<file path="config.mk">
export PLATFORM = sky130hd
export DESIGN_NAME = alu_issue_ctrl
export DESIGN_NICKNAME = d
export VERILOG_FILES = /design/src/rtl/alu_issue_ctrl.sv
export SDC_FILE = /design/constraint.sdc
export NUM_CORES = 1
export LEC_CHECK = 0
export ABC_AREA = 1
export ABC_CLOCK_PERIOD_IN_PS = 1400
export BUFFER_PORTS_ARGS = -buffer_cell sky130_fd_sc_hd__buf_4
export CAP_MARGIN = 20
export CORE_UTILIZATION = 45
export CTS_BUF_LIST = sky130_fd_sc_hd__clkbuf_2 sky130_fd_sc_hd__clkbuf_4 sky130_fd_sc_hd__clkbuf_8
export CTS_CLUSTER_DIAMETER = 30
export DETAILED_ROUTE_END_ITERATION = 8
export PLACE_DENSITY = 0.64
export SYNTH_ARGS = -nofsm -noshare
export SYNTH_HDL_FRONTEND = slang
export SYNTH_SLANG_ARGS = --single-unit
</file>
<file path="constraint.sdc">
create_clock -name clk -period 1.4 [get_ports clk]
set_clock_uncertainty 0.05 [all_clocks]
set_input_delay 0.21 -clock clk [delete_from_list [all_inputs] [get_ports clk]]
set_output_delay 0.21 -clock clk [all_outputs]
set_load 0.005 [all_outputs]
</file>
<file path="src/rtl/alu_issue_ctrl.sv">
// Issue controller for the 8-bit combinational ALU: accepts one instruction per
// handshake, drives registered operands from R0-R3 and writes back result/flags.
module alu_issue_ctrl #(
    parameter int                 DATA_W   = 8,
    parameter logic [DATA_W-1:0]  REG_INIT = 8'h00
) (
    input  logic              clk,
    input  logic              rst_n,
    input  logic              in_valid,
    output logic              in_ready,
    input  logic [15:0]       in_instr,
    output logic [2:0]        alu_opcode,
    output logic [DATA_W-1:0] alu_a,
    output logic [DATA_W-1:0] alu_b,
    input  logic [DATA_W-1:0] alu_res,
    input  logic              alu_zero,
    input  logic              alu_ovf,
    output logic              done,
    output logic              err,
    output logic              flag_z,
    output logic              flag_v,
    input  logic [1:0]        dbg_addr,
    output logic [DATA_W-1:0] dbg_data
);

    typedef enum logic [1:0] {
        IDLE,
        EXEC,
        RETIRE
    } state_t;

    localparam logic [2:0] OP_ADD = 3'b000;
    localparam logic [2:0] OP_AND = 3'b001;
    localparam logic [2:0] OP_NOT = 3'b010;
    localparam logic [2:0] OP_LDI = 3'b011;

    state_t            state_q, state_d;
    logic [2:0]        op_q, op_d;
    logic [1:0]        rd_q, rd_d;
    logic [7:0]        imm_q, imm_d;
    logic [2:0]        alu_opcode_q, alu_opcode_d;
    logic [DATA_W-1:0] alu_a_q, alu_a_d;
    logic [DATA_W-1:0] alu_b_q, alu_b_d;
    logic [DATA_W-1:0] regs_q [4];
    logic [DATA_W-1:0] regs_d [4];
    logic              flag_z_q, flag_z_d;
    logic              flag_v_q, flag_v_d;
    logic              done_q, done_d;
    logic              err_q, err_d;

    always_comb begin
        state_d      = state_q;
        op_d         = op_q;
        rd_d         = rd_q;
        imm_d        = imm_q;
        alu_opcode_d = alu_opcode_q;
        alu_a_d      = alu_a_q;
        alu_b_d      = alu_b_q;
        regs_d       = regs_q;
        flag_z_d     = flag_z_q;
        flag_v_d     = flag_v_q;
        done_d       = 1'b0;
        err_d        = 1'b0;

        case (state_q)
            IDLE: begin
                if (in_valid) begin
                    op_d         = in_instr[15:13];
                    rd_d         = in_instr[12:11];
                    imm_d        = in_instr[7:0];
                    alu_opcode_d = in_instr[15:13];
                    alu_a_d      = regs_q[in_instr[12:11]];
                    alu_b_d      = in_instr[8] ? in_instr[7:0] : regs_q[in_instr[10:9]];
                    state_d      = EXEC;
                end
            end
            EXEC: begin
                // done/err are registered here so they appear during RETIRE
                case (op_q)
                    OP_ADD, OP_AND, OP_NOT: begin
                        regs_d[rd_q] = alu_res;
                        flag_z_d     = alu_zero;
                        flag_v_d     = alu_ovf;
                    end
                    OP_LDI: begin
                        regs_d[rd_q] = imm_q;
                        flag_z_d     = (imm_q == 8'h00);
                        flag_v_d     = 1'b0;
                    end
                    default: err_d = 1'b1;
                endcase
                done_d  = 1'b1;
                state_d = RETIRE;
            end
            RETIRE:  state_d = IDLE;
            default: state_d = IDLE;
        endcase
    end

    always_ff @(posedge clk or negedge rst_n) begin
        if (!rst_n) begin
            state_q      <= IDLE;
            op_q         <= '0;
            rd_q         <= '0;
            imm_q        <= '0;
            alu_opcode_q <= '0;
            alu_a_q      <= '0;
            alu_b_q      <= '0;
            for (int unsigned i = 0; i < 4; i++) regs_q[i] <= REG_INIT;
            flag_z_q     <= 1'b0;
            flag_v_q     <= 1'b0;
            done_q       <= 1'b0;
            err_q        <= 1'b0;
        end else begin
            state_q      <= state_d;
            op_q         <= op_d;
            rd_q         <= rd_d;
            imm_q        <= imm_d;
            alu_opcode_q <= alu_opcode_d;
            alu_a_q      <= alu_a_d;
            alu_b_q      <= alu_b_d;
            regs_q       <= regs_d;
            flag_z_q     <= flag_z_d;
            flag_v_q     <= flag_v_d;
            done_q       <= done_d;
            err_q        <= err_d;
        end
    end

    assign in_ready   = (state_q == IDLE);
    assign alu_opcode = alu_opcode_q;
    assign alu_a      = alu_a_q;
    assign alu_b      = alu_b_q;
    assign done       = done_q;
    assign err        = err_q;
    assign flag_z     = flag_z_q;
    assign flag_v     = flag_v_q;
    assign dbg_data   = regs_q[dbg_addr];

endmodule

</file>
Word level (Yosys, flattened, before mapping)
Index checks and enable logic that the tools add are counted.
Widths: inputs -> output; s select.
- logic and storage cells: 59
- latch bits: 0
- output and inout port bits: 32
- register bits after elaboration: 67
- bits in read-only memories: 0
- memories: 0
- memory bits (writable): 0
- bitwise gates (word level): 4
- shift-type cells: 0
- eq/ne operators: 5
- mux-type cells: 22
- $lt $le $gt $ge: 5
- div/mod/pow operators: 0
- $add $sub $neg: 0
- $mul: 0
- reductions and logical operators: 9
- operators by type and width (kind ; number):
    $bwmux 32 ; 2
    $mux 8 ; 8
    $pmux 32 s2 ; 1
    $bmux 8 s2 ; 3
    $demux 8 s2 ; 1
    $ge 3x3->1 const B ; 4
    $not 2->3 ; 4
    $logic_not 8->1 ; 1
    $eq 3x2->1 const B ; 2
    $pmux 1 s2 ; 2
    $pmux 2 s2 ; 1
    $reduce_and 2->1 ; 2
    $reduce_or 4->1 ; 1
    $eq 3x1->1 const B ; 1
    $logic_not 3->1 ; 1
    $lt 3x1->1 const B ; 1
    $mux 1 ; 3
    $reduce_or 3->1 ; 1
    $eq 2x1->1 const B ; 1
    $logic_not 2->1 ; 1
    $mux 2 ; 1
    $ne 2x2->1 const B ; 1
    $reduce_bool 2->1 ; 1
    $logic_and 1x1->1 ; 1

Longest topological paths before layout
Gate-level depths: netlist of the first run.
- word-level depth: 7
- mapped depth: 9

Least setup slack after synthesis of the first run
No wires, ideal clock.
- path kind: register to register
- start: reg, netlist name alu_opcode[2]
- end: reg regs_q[10] (netlist bit)
- library setup time: 117 ps
- clock period less this slack: 1223 ps
- path buffers: 0
- stages on the path, launching flop included: 7
- arrival: 1057 ps
- setup slack: 177 ps
- cell sequence: dfrtp_1 > inv_2 > nand3_2 > nand2_1 > nand2_1 > nand2_1 > nand2_1
- RTL lines (item ; line ; text):
    to (signal assigned) ; 122 ; regs_q <= regs_d;
    to (decl) ; 44 ; logic [DATA_W-1:0] regs_q [4];

Worst setup path in the final report of the first run
- start: reg regs_q[14] (netlist bit)
- end: out dbg_data[6]
- cells in the longest elaborated chain, start to end: 3
- RTL lines (item ; line ; text):
    $bmux 8 s2 ; 138 ; assign dbg_data = regs_q[dbg_addr];
    $mux 8 (implied by the code) (2 in a row) ; 138 ;
    to (decl) ; 23 ; output logic [DATA_W-1:0] dbg_data
Every way passes these cells. The select of a mux whose other input is x is not followed.

==> impl_metrics.json, run 1 <==
{
  "status": "finished, violations left",
  "violations": "setup timing",
  "ys_seq_area_share_pct": 46.7,
  "dpl.hpwl_um": 7350,
  "hold_class": "primary input to flop",
  "drt-total-wl_um": 11000,
  "synth_edf_count": 0,
  "antenna_found_initial": 0,
  "setup_slack_ns": -0.0982,
  "post-route-drc-count": 0,
  "row_count": 32,
  "r2r_end": "regs_q[28]$_DFFE_PN0P_",
  "worstMarginPinSlew_ns": 0.374,
  "ys_warn_count": 0,
  "max_stage_delay_ns": 0.39,
  "max_cap_violations": 0,
  "cts_root_buf": "clkbuf_8",
  "numCtsBuffers": 9,
  "criticalPathCategory": "flop to output port",
  "ant_nets": 0,
  "cp_common_cell": "o21ai_1",
  "chipHeight_um": 91.3,
  "r2r_cells": 8,
  "hold_depth": 3,
  "stdcell_area_um2": 4880,
  "track_usage_pct": 26.7,
  "cp-start-kind": "flop",
  "drive_above_1_share_pct": 26.3,
  "path_delay_family": "flip-flops",
  "gp_congestion": 0.887,
  "cts_sinks": 67,
  "cellLeakagePower_nw": 2.60,
  "grt_pass1_wl_um": 17000,
  "finalHoldViolations": 0,
  "powerDensity_nw_per_um2": 1730,
  "syn_area_um2": 3590,
  "timing.final.crit_period_ns": 1.50,
  "yosysTopAreaCellShare_pct": 46.7,
  "rsz0062_at_grt": "yes",
  "r2r_slack_ns": -0.01,
  "fin_util_pct": 63.2,
  "grt_max_degree": 68,
  "gr-total-overflow": 0,
  "clock.fmax_mhz": 667,
  "nFillCells": 730,
  "multi_input_area_um2": 1770,
  "setup_viol_count_final": 8,
  "r2r-start": "state_q[0]$_DFFE_PN0P_",
  "holdPathEnd": "alu_opcode[1]$_DFFE_PN0P_",
  "seqCellArea_um2": 1680,
  "grt_pass1_vias": 3323,
  "die_x_um": 91.3,
  "synthToLayoutAreaGrowth_pct": 36.0,
  "start_util_pct": 46.5,
  "arrival_ns": 1.24,
  "first_iter_violations": 415,
  "post-route-period-util_pct": 107,
  "end_kind": "output port",
  "num_vias": 3767,
  "drv_slew": 0,
  "cts_tree": "built",
  "ys_ff_latch": 67,
  "synth_common_cells": "nand2_1, dfrtp_1, o21ai_0",
  "yosys.area.top_type": "dfrtp_1",
  "first_pass_iters": 6,
  "slew_headroom_pct": 74.8,
  "post_drt_wl_per_cell_um": 15.3,
  "syn_inst": 508,
  "synthArstFlopShare_pct": 100,
  "cts_max_level": 3,
  "insertedDiodeCount": 0,
  "worst_hold_slack_ns": 0.0110,
  "hold_start": "in_instr[14]",
  "clock_latency_ns": 0.35,
  "io_pins": 63,
  "ys_types": 21,
  "cp.required_ns": 1.14,
  "final_cells": 721,
  "cp_max_fo": 2,
  "core_area_um2": 7730,
  "nets": 645,
  "avgSynthCellArea_um2": 7.07,
  "clk_pin_slew_ns": 0.07,
  "ys.flop_type": "dfrtp_1",
  "dieArea_um2": 8340,
  "crit_chain": "inv_2 -> a21oi_1 -> o21ai_1 -> o21ai_1 -> buf_4",
  "dpl.cell_count": 677,
  "portBuffers": 62,
  "crit_start": "regs_q[14]$_DFFE_PN0P_",
  "via_per_inst": 5.22,
  "postPlaceCellArea_um2": 4330,
  "path_buf_inv": 2,
  "synthesis.nets": 539,
  "synth_area_leaders": "dfrtp_1, nand2_1, o21ai_0",
  "slowest_stage": "dfrtp_1",
  "ir_drop_mv": 0.864,
  "ctsLongestPathBuffers": 2,
  "synth.most_common_cell": "nand2_1"
}
[through the flow]
step                TNS (ns)  total power [mW]  worst slack (ns)
finish                -0.235              8.47           -0.0982
global route          -0.887              9.04            -0.135
CTS                   -0.234              8.11           -0.0722
detailed placement         0              6.04            0.0229
global placement           0              5.98            0.0673
floorplan                  0              4.80             0.177
[routing by layer]
metal / global-route usage [%] / up-vias / share of wire (%)
met5: 0 / - / 0
met4: 12.2 / 0 / 3.2
met3: 3.60 / 36 / 7.1
met2: 40.8 / 185 / 45
met1: 37.8 / 1738 / 45
li1: - / 1808 / -
[where the power goes]
group | internal, mW | leakage (nW) | total, mW | switching, mW
sequential | 2.70 | 0.808 | 3.37 | 0.670
combinational | 1.63 | 1.68 | 3.33 | 1.70
clock | 1.01 | 0.113 | 1.76 | 0.754
[cell families (layout without fill, tap and decap cells)]
kind of cell | count (synthesis) | in the layout | share of synthesized area [%]
buffers and inverters | 56 | 165 | 6.83
flip-flops | 67 | 67 | 46.7
AND/OR/NAND/NOR | 321 | 323 | 37.0
AO/OA/AOI/OAI | 64 | 64 | 9.48
[how the worst max path moves through the flow]
stage                                  end  slack (ns)  cells past startpoint
floorplan           regs_q[10]$_DFFE_PN0P_        0.18                      6
global placement               dbg_data[6]        0.07                      6
detailed placement  regs_q[19]$_DFFE_PN0P_        0.02                      6
CTS                            dbg_data[6]       -0.07                      5
global route                   dbg_data[3]       -0.13                      5
finish                         dbg_data[6]        -0.1                      5
[registers in the layout, summed over array words and instances, names as in the netlist]
register and flops:
alu_a 8, alu_b 8, imm_q 8, regs_q 32
rd_q 2, alu_opcode 3, flag_z 1, flag_v 1
done 1, state_q 2, err 1
[area by class of cell]
type / count / share of cell area (%)
timing repair buffer: 112 / 19.4
clock buffer: 10 / 2.69
inverter: 37 / 2.97
clock inverter: 6 / 1.64
multi-input combinational: 387 / 36.3
tap: 102 / 2.61
sequential: 67 / 34.4
[layout by cell type, fill, tap and decap left out, types with 2 or more instances in the layout]
master	instances
nand2_1	245
buf_4	98
dfrtp_1	65
nor2_1	34
inv_1	29
o21ai_0	29
nand3_1	24
o21ai_1	14
a21oi_1	10
clkbuf_8	9
clkinv_2	7
nand2_2	6
buf_12	6
a21oi_2	5
nand4_4	5
buf_6	5
inv_2	4
o22ai_1	3
nor2_4	3
dfrtp_2	2
bufinv_16	2
dlygate4sd3_1	2
[worst reg2reg max path: cells and delay by family, from the launching register on]
kind / cells / cell delay, ns
buf+inv: 4 / 0.49
simple gates: 4 / 0.42
flops: 1 / 0.37
[timing repair]
| item | in CTS | in global routing |
|---|---|---|
| pin swaps | 4 | 9 |
| setup buffers | 13 | 12 |
| setup endpoints to repair | 8 | 51 |
| gates cloned | 0 | 2 |
| hold endpoints to repair | 68 | 0 |
| hold buffers | 2 | 0 |
| resized for setup | 10 | 36 |
Power figures use the tool's default switching activity.
==> run 2, diff against run 1 <==
- CAP_MARGIN: 20 -> unset
- CORE_UTILIZATION: 45 -> 58
- MAX_ROUTING_LAYER: unset -> met4
- PLACE_DENSITY: 0.64 -> 0.8
==> run 2 against run 1 <==
The flow still finishes with violations (setup timing). Worst hold slack lost 0.0035 ns. Maximum frequency down 1.2%. Count of clock-buffer cells in the layout grew 1. Via count up 5.4%. First-iteration DRC count up 27%. Routed wire length is 14% higher. Utilization up 18 points. Register-to-register slack worse by 0.07 ns. Critical endpoint is now dbg_data[0]. Highest routed layer unchanged.
==> impl_metrics.json, run 2 (synthesis results as in run 1) <==
{
  "cts_root_buf": "clkbuf_8",
  "ir_drop_mv": 1.22,
  "layout_common_cells": "nand2_1, buf_4, dfrtp_1, nor2_1, o21ai_0",
  "crit_chain": "o21ai_0 -> o22ai_1 -> buf_4",
  "intPower_mw": 5.33,
  "powerDensity_nw_per_um2": 1790,
  "finalHoldViolations": 0,
  "worst_hold_slack_ns": 0.00754,
  "max_stage_delay_ns": 0.42,
  "setup_slack_ns": -0.116,
  "core_area_um2": 5960,
  "clock.fmax_mhz": 659,
  "row_count": 28,
  "grt_pass1_wl_um": 17300,
  "synthToLayoutAreaGrowth_pct": 35.0,
  "io_pins": 63,
  "pwr-share-clk_pct": 21.4,
  "gr-total-overflow": 0,
  "num_vias": 3972,
  "pwr-share-seq_pct": 39.7,
  "dieArea_um2": 6510,
  "insertedDiodeCount": 0,
  "first_pass_iters": 6,
  "total_power_mw": 8.70,
  "dpl.cell_count": 645,
  "timing.final.crit_period_ns": 1.52,
  "slew_headroom_pct": 71.9,
  "criticalPathCategory": "flop to output port",
  "clk_pin_slew_ns": 0.08,
  "track_usage_pct": 37.9,
  "hold_class": "primary input to flop",
  "cts_max_level": 3,
  "drv_slew": 0,
  "first_iter_violations": 527,
  "start_util_pct": 60.3,
  "final_common_cell": "nand2_1",
  "antenna_found_initial": 0,
  "clock_latency_ns": 0.36,
  "end_kind": "output port",
  "cellLeakagePower_nw": 2.57,
  "largest_register_ff_count": 32,
  "portBuffers": 62,
  "chipHeight_um": 80.7,
  "drive_above_1_share_pct": 27.0,
  "arrival_ns": 1.26,
  "max_cap_violations": 0,
  "status": "finished, violations left",
  "violations": "setup timing",
  "cp-start-kind": "flop",
  "switchingPower_mw": 3.37,
  "setup_viol_count_final": 34,
  "rsz0062_at_grt": "yes",
  "ctsLongestPathBuffers": 2,
  "cp.required_ns": 1.14,
  "gp_congestion": 0.928,
  "post-route-period-util_pct": 108,
  "largest-register": "regs_q",
  "combPwrFrac_pct": 38.9,
  "numCtsBuffers": 9,
  "cts_tree": "built",
  "fin_tns_setup_ns": -2.04,
  "p_sw_share_pct": 38.8,
  "fin_util_pct": 81.4,
  "die_x_um": 80.7,
  "cts_sinks": 67,
  "slowest_stage": "dfrtp_1",
  "grt_max_degree": 43,
  "final_cells": 687,
  "worstMarginPinSlew_ns": 0.418,
  "nets": 638,
  "dpl.hpwl_um": 7470,
  "nFillCells": 409,
  "post-route-drc-count": 0,
  "grt_pass1_vias": 3462,
  "drt-total-wl_um": 12500,
  "post_drt_wl_per_cell_um": 18.2,
  "via_per_inst": 5.78,
  "cp_max_fo": 4,
  "ant_nets": 0
}
==> run 2: repair_timing <==
action	in CTS	in global routing
gates cloned	0	5
resized for setup	13	43
setup endpoints to repair	34	56
hold buffers	1	0
buffers inserted	14	6
pin swaps	6	8
endpoints found under the hold margin	67	0
==> run 2: layer usage <==
| metal | GRT usage, % | share of wire (%) |
|---|---|---|
| met3 | 8.64 | 11 |
| met5 | - | 0 |
| met4 | 19.8 | 5.3 |
| met1 | 48.0 | 37 |
| met2 | 56.7 | 47 |
==> run 2: final timing paths <==
path | cells past startpoint | slack [ns] | start | end
setup / recovery | 3 | -0.12 | regs_q[16]$_DFFE_PN0P_ | dbg_data[0]
hold / removal | 3 | 0.008 | in_instr[13] | alu_opcode[0]$_DFFE_PN0P_
setup reg to reg | 6 | -0.08 | state_q[0]$_DFFE_PN0P_ | regs_q[3]$_DFFE_PN0P_
hold reg to reg | 2 | 0.44 | alu_b[3]$_DFFE_PN0P_ | alu_b[3]$_DFFE_PN0P_
max in group asynchronous | 3 | 0.65 | rst_n | state_q[1]$_DFFE_PN0P_
min in group asynchronous | 2 | 0.19 | rst_n | regs_q[28]$_DFFE_PN0P_
==> run 2: power groups by stage <==
stage	clock [mW]	sequential [mW]	combinational, mW
detailed placement	0	3.45	2.64
global route	1.94	3.51	3.71
finish	1.86	3.45	3.38
global placement	0	3.43	2.56
CTS	1.84	3.37	2.98
floorplan	0	3.28	1.52
==> run 2: layout make-up <==
type	instances	area, um^2	area share, %
multi-input combinational	389	1800	37.2
sequential	67	1680	34.7
timing repair buffer	103	880	18.1
inverter	37	165	3.41
clock buffer	11	151	3.12
tap	75	93.8	1.94
clock inverter	5	75.1	1.55
==> run 2: stage by stage <==
stage               setup WS, ns  instance area [um^2]
finish                    -0.116                  4850
global route              -0.183                  4850
CTS                       -0.103                  4620
detailed placement       -0.0678                  4250
global placement         -0.0293                  4250
floorplan                  0.177                  3590
==> run 2: worst max-delay path: cells and delay by family (launching register included) <==
| kind | cells | cell delay [ns] |
|---|---|---|
| AO/OA/AOI/OAI | 2 | 0.32 |
| buffers and inverters | 1 | 0.16 |
| flip-flops | 1 | 0.42 |
==> run 3, diff against run 2 <==
- ABC_AREA: 1 -> unset
- CORE_UTILIZATION: 58 -> 57
==> run 3 against run 2 <==
The flow still finishes with violations (setup timing). Synthesized cell count is 59% lower. Count of clock-buffer cells in the layout is 4 higher. Largest cell class unchanged. Sequential power is 1% higher. Worst hold slack better by 0.049 ns. Combinational power is 34% higher. Critical endpoint is now regs_q[19]$_DFFE_PN0P_. Maximum frequency is 19% lower. Highest routed layer unchanged.
==> impl_metrics.json, run 3 <==
{
  "grt_pass1_vias": 2740,
  "synthArstFlopShare_pct": 100,
  "post_drt_wl_per_cell_um": 28.7,
  "drive_above_1_share_pct": 73.8,
  "finalHoldViolations": 0,
  "synth.most_common_cell": "dfrtp_1",
  "synth_common_cells": "dfrtp_1, mux2_2, mux4_2",
  "cp.required_ns": 1.57,
  "gp_congestion": 0.845,
  "io_pins": 63,
  "slew_headroom_pct": 71.6,
  "clk_pin_slew_ns": 0.08,
  "drt-total-wl_um": 11600,
  "ys_warn_count": 0,
  "dpl.cell_count": 354,
  "numCtsBuffers": 9,
  "path_buf_inv": 1,
  "powerDensity_nw_per_um2": 2020,
  "total_power_mw": 9.84,
  "gr-total-overflow": 0,
  "setup_viol_count_final": 72,
  "synth-compound-area-share_pct": 1.68,
  "synth_area_leaders": "dfrtp_1, mux2_2, mux4_2",
  "ir_drop_mv": 1.24,
  "arrival_ns": 2.04,
  "status": "finished, violations left",
  "yosysTopAreaCellShare_pct": 51.1,
  "synthToLayoutAreaGrowth_pct": 48.6,
  "via_per_inst": 6.58,
  "synth_mux_area_share_pct": 39.9,
  "worstMarginPinSlew_ns": 0.422,
  "clock.fmax_mhz": 536,
  "nFillCells": 205,
  "path_delay_family": "simple AND/OR/NAND/NOR gates",
  "syn_inst": 210,
  "antenna_found_initial": 0,
  "dpl.hpwl_um": 5490,
  "multi_input_area_um2": 1800,
  "start_util_pct": 59.2,
  "place_ws_ns": -0.437,
  "grt_pass1_wl_um": 15300,
  "clock_latency_ns": 0.35,
  "ctsLongestPathBuffers": 2,
  "cp_max_fo": 4,
  "slowest_stage": "or3b_4",
  "first_pass_iters": 4,
  "hold_class": "primary input to flop",
  "synth_fa_ha_area_share_pct": 0,
  "avgSynthCellArea_um2": 15.6,
  "yosys.area_share.simple_pct": 5.42,
  "ys.flop_type": "dfrtp_1",
  "max_stage_delay_ns": 0.49,
  "nets": 358,
  "drv_slew": 0,
  "cts_root_buf": "clkbuf_8",
  "grt_max_degree": 38,
  "setup_slack_ns": -0.466,
  "ys_types": 21,
  "final_common_cell": "buf_4",
  "r2r-start": "alu_opcode[2]$_DFFE_PN0P_",
  "track_usage_pct": 36.5,
  "layout_common_cells": "buf_4, dfrtp_1, mux2_4, buf_6, mux4_2",
  "synth_edf_count": 0,
  "worst_hold_slack_ns": 0.0564,
  "cts_max_level": 3,
  "ant_nets": 0,
  "max_cap_violations": 0,
  "r2r_slack_ns": -0.47,
  "cp-start-kind": "flop",
  "die_x_um": 77.9,
  "crit_start": "alu_opcode[2]$_DFFE_PN0P_",
  "cts_tree": "built",
  "ys_seq_area_share_pct": 51.1,
  "criticalPathCategory": "flop to flop",
  "violations": "setup timing",
  "dieArea_um2": 6060,
  "post-route-drc-count": 0,
  "crit_chain": "or3b_4 -> nor3b_4 -> buf_6 -> mux2_2",
  "seqCellArea_um2": 1680,
  "portBuffers": 62,
  "synthXorXnorAreaFrac_pct": 0,
  "insertedDiodeCount": 0,
  "row_count": 27,
  "end_kind": "flop",
  "first_iter_violations": 286,
  "largest-register": "regs_q",
  "ys_ff_latch": 67,
  "cts_sinks": 67,
  "core_area_um2": 5540,
  "hold_start": "in_instr[14]",
  "largest_register_ff_count": 32,
  "chipHeight_um": 77.9,
  "synthesis.nets": 241,
  "timing.final.crit_period_ns": 1.87,
  "cellLeakagePower_nw": 2.24,
  "final_cells": 404,
  "syn_area_um2": 3280,
  "synth_top_family_by_area": "multiplexers",
  "num_vias": 2659,
  "rsz0062_at_grt": "yes",
  "post-route-period-util_pct": 133,
  "yosys.area.top_type": "dfrtp_1"
}
-- run 3: cell count changes after synthesis, moves of 4 or more --
cell,change
o21ai_0,-43
mux2_2,+61
mux4_2,+24
buf_4,-4
mux2i_1,+8
clkbuf_1,-4
o22ai_1,-4
clkinv_2,-4
nand2_1,-249
nand3_1,-25
nand4_4,-4
nor2_1,-25
inv_1,-32
-- run 3: cell families after synthesis --
| group | after synthesis |
|---|---|
| simple gates | 26 |
| mux | 93 |
| buf+inv | 13 |
| flops | 67 |
| compound gates | 11 |
-- run 3: layer usage --
metal	part of all wire, %	track usage [%]	vias to the layer above	wire (um)
met3	8.5	9.76	56	983
met1	36	45.3	1353	4220
met4	4.8	17.9	0	554
met2	50	55.8	216	5830
met5	0	-	-	0
li1	-	-	1034	-
-- run 3: repair_timing --
| item | 4_1_cts | 5_1_grt |
|---|---|---|
| resized for setup | 38 | 74 |
| endpoints found under the hold margin | 67 | 0 |
| gates cloned | 2 | 1 |
| setup endpoints to repair | 67 | 71 |
| hold buffers | 1 | 0 |
| pin swaps | 2 | 8 |
| setup buffers | 27 | 11 |
-- run 3: through the flow --
stage	utilization (%)	cell area (um^2)	TNS [ns]
after global routing	88.0	4870	-19.60
after CTS	82.5	4570	-13.80
final	88.0	4870	-18.09
after detailed placement	72.0	3990	-14.32
after global placement	72.0	3990	-11.79
after floorplan	-	3300	-10.13
-- run 3: power by group --
group	switching, mW	internal, mW	total, mW	leakage, nW
Clock	0.773	1.03	1.81	0.114
Combinational	1.61	2.92	4.53	1.31
Sequential	0.762	2.74	3.50	0.809
Total	3.14	6.69	9.84	2.24
-- run 3: final cells by class --
class | instances | area share (%)
clock buffer | 15 | 3.85
clock inverter | 1 | 0.616
multi-input combinational | 130 | 36.9
sequential | 67 | 34.4
tap | 72 | 1.85
timing repair buffer | 119 | 22.4
-- run 3: worst paths after layout --
path                                                  end  cells past startpoint
worst max-delay path               regs_q[19]$_DFFE_PN0P_                      4
worst min-delay path            alu_opcode[1]$_DFFE_PN0P_                      2
worst max register to register     regs_q[19]$_DFFE_PN0P_                      4
worst min register to register       alu_a[0]$_DFFE_PN0P_                      1
max in group asynchronous            alu_a[4]$_DFFE_PN0P_                      3
min in group asynchronous            alu_a[6]$_DFFE_PN0P_                      2
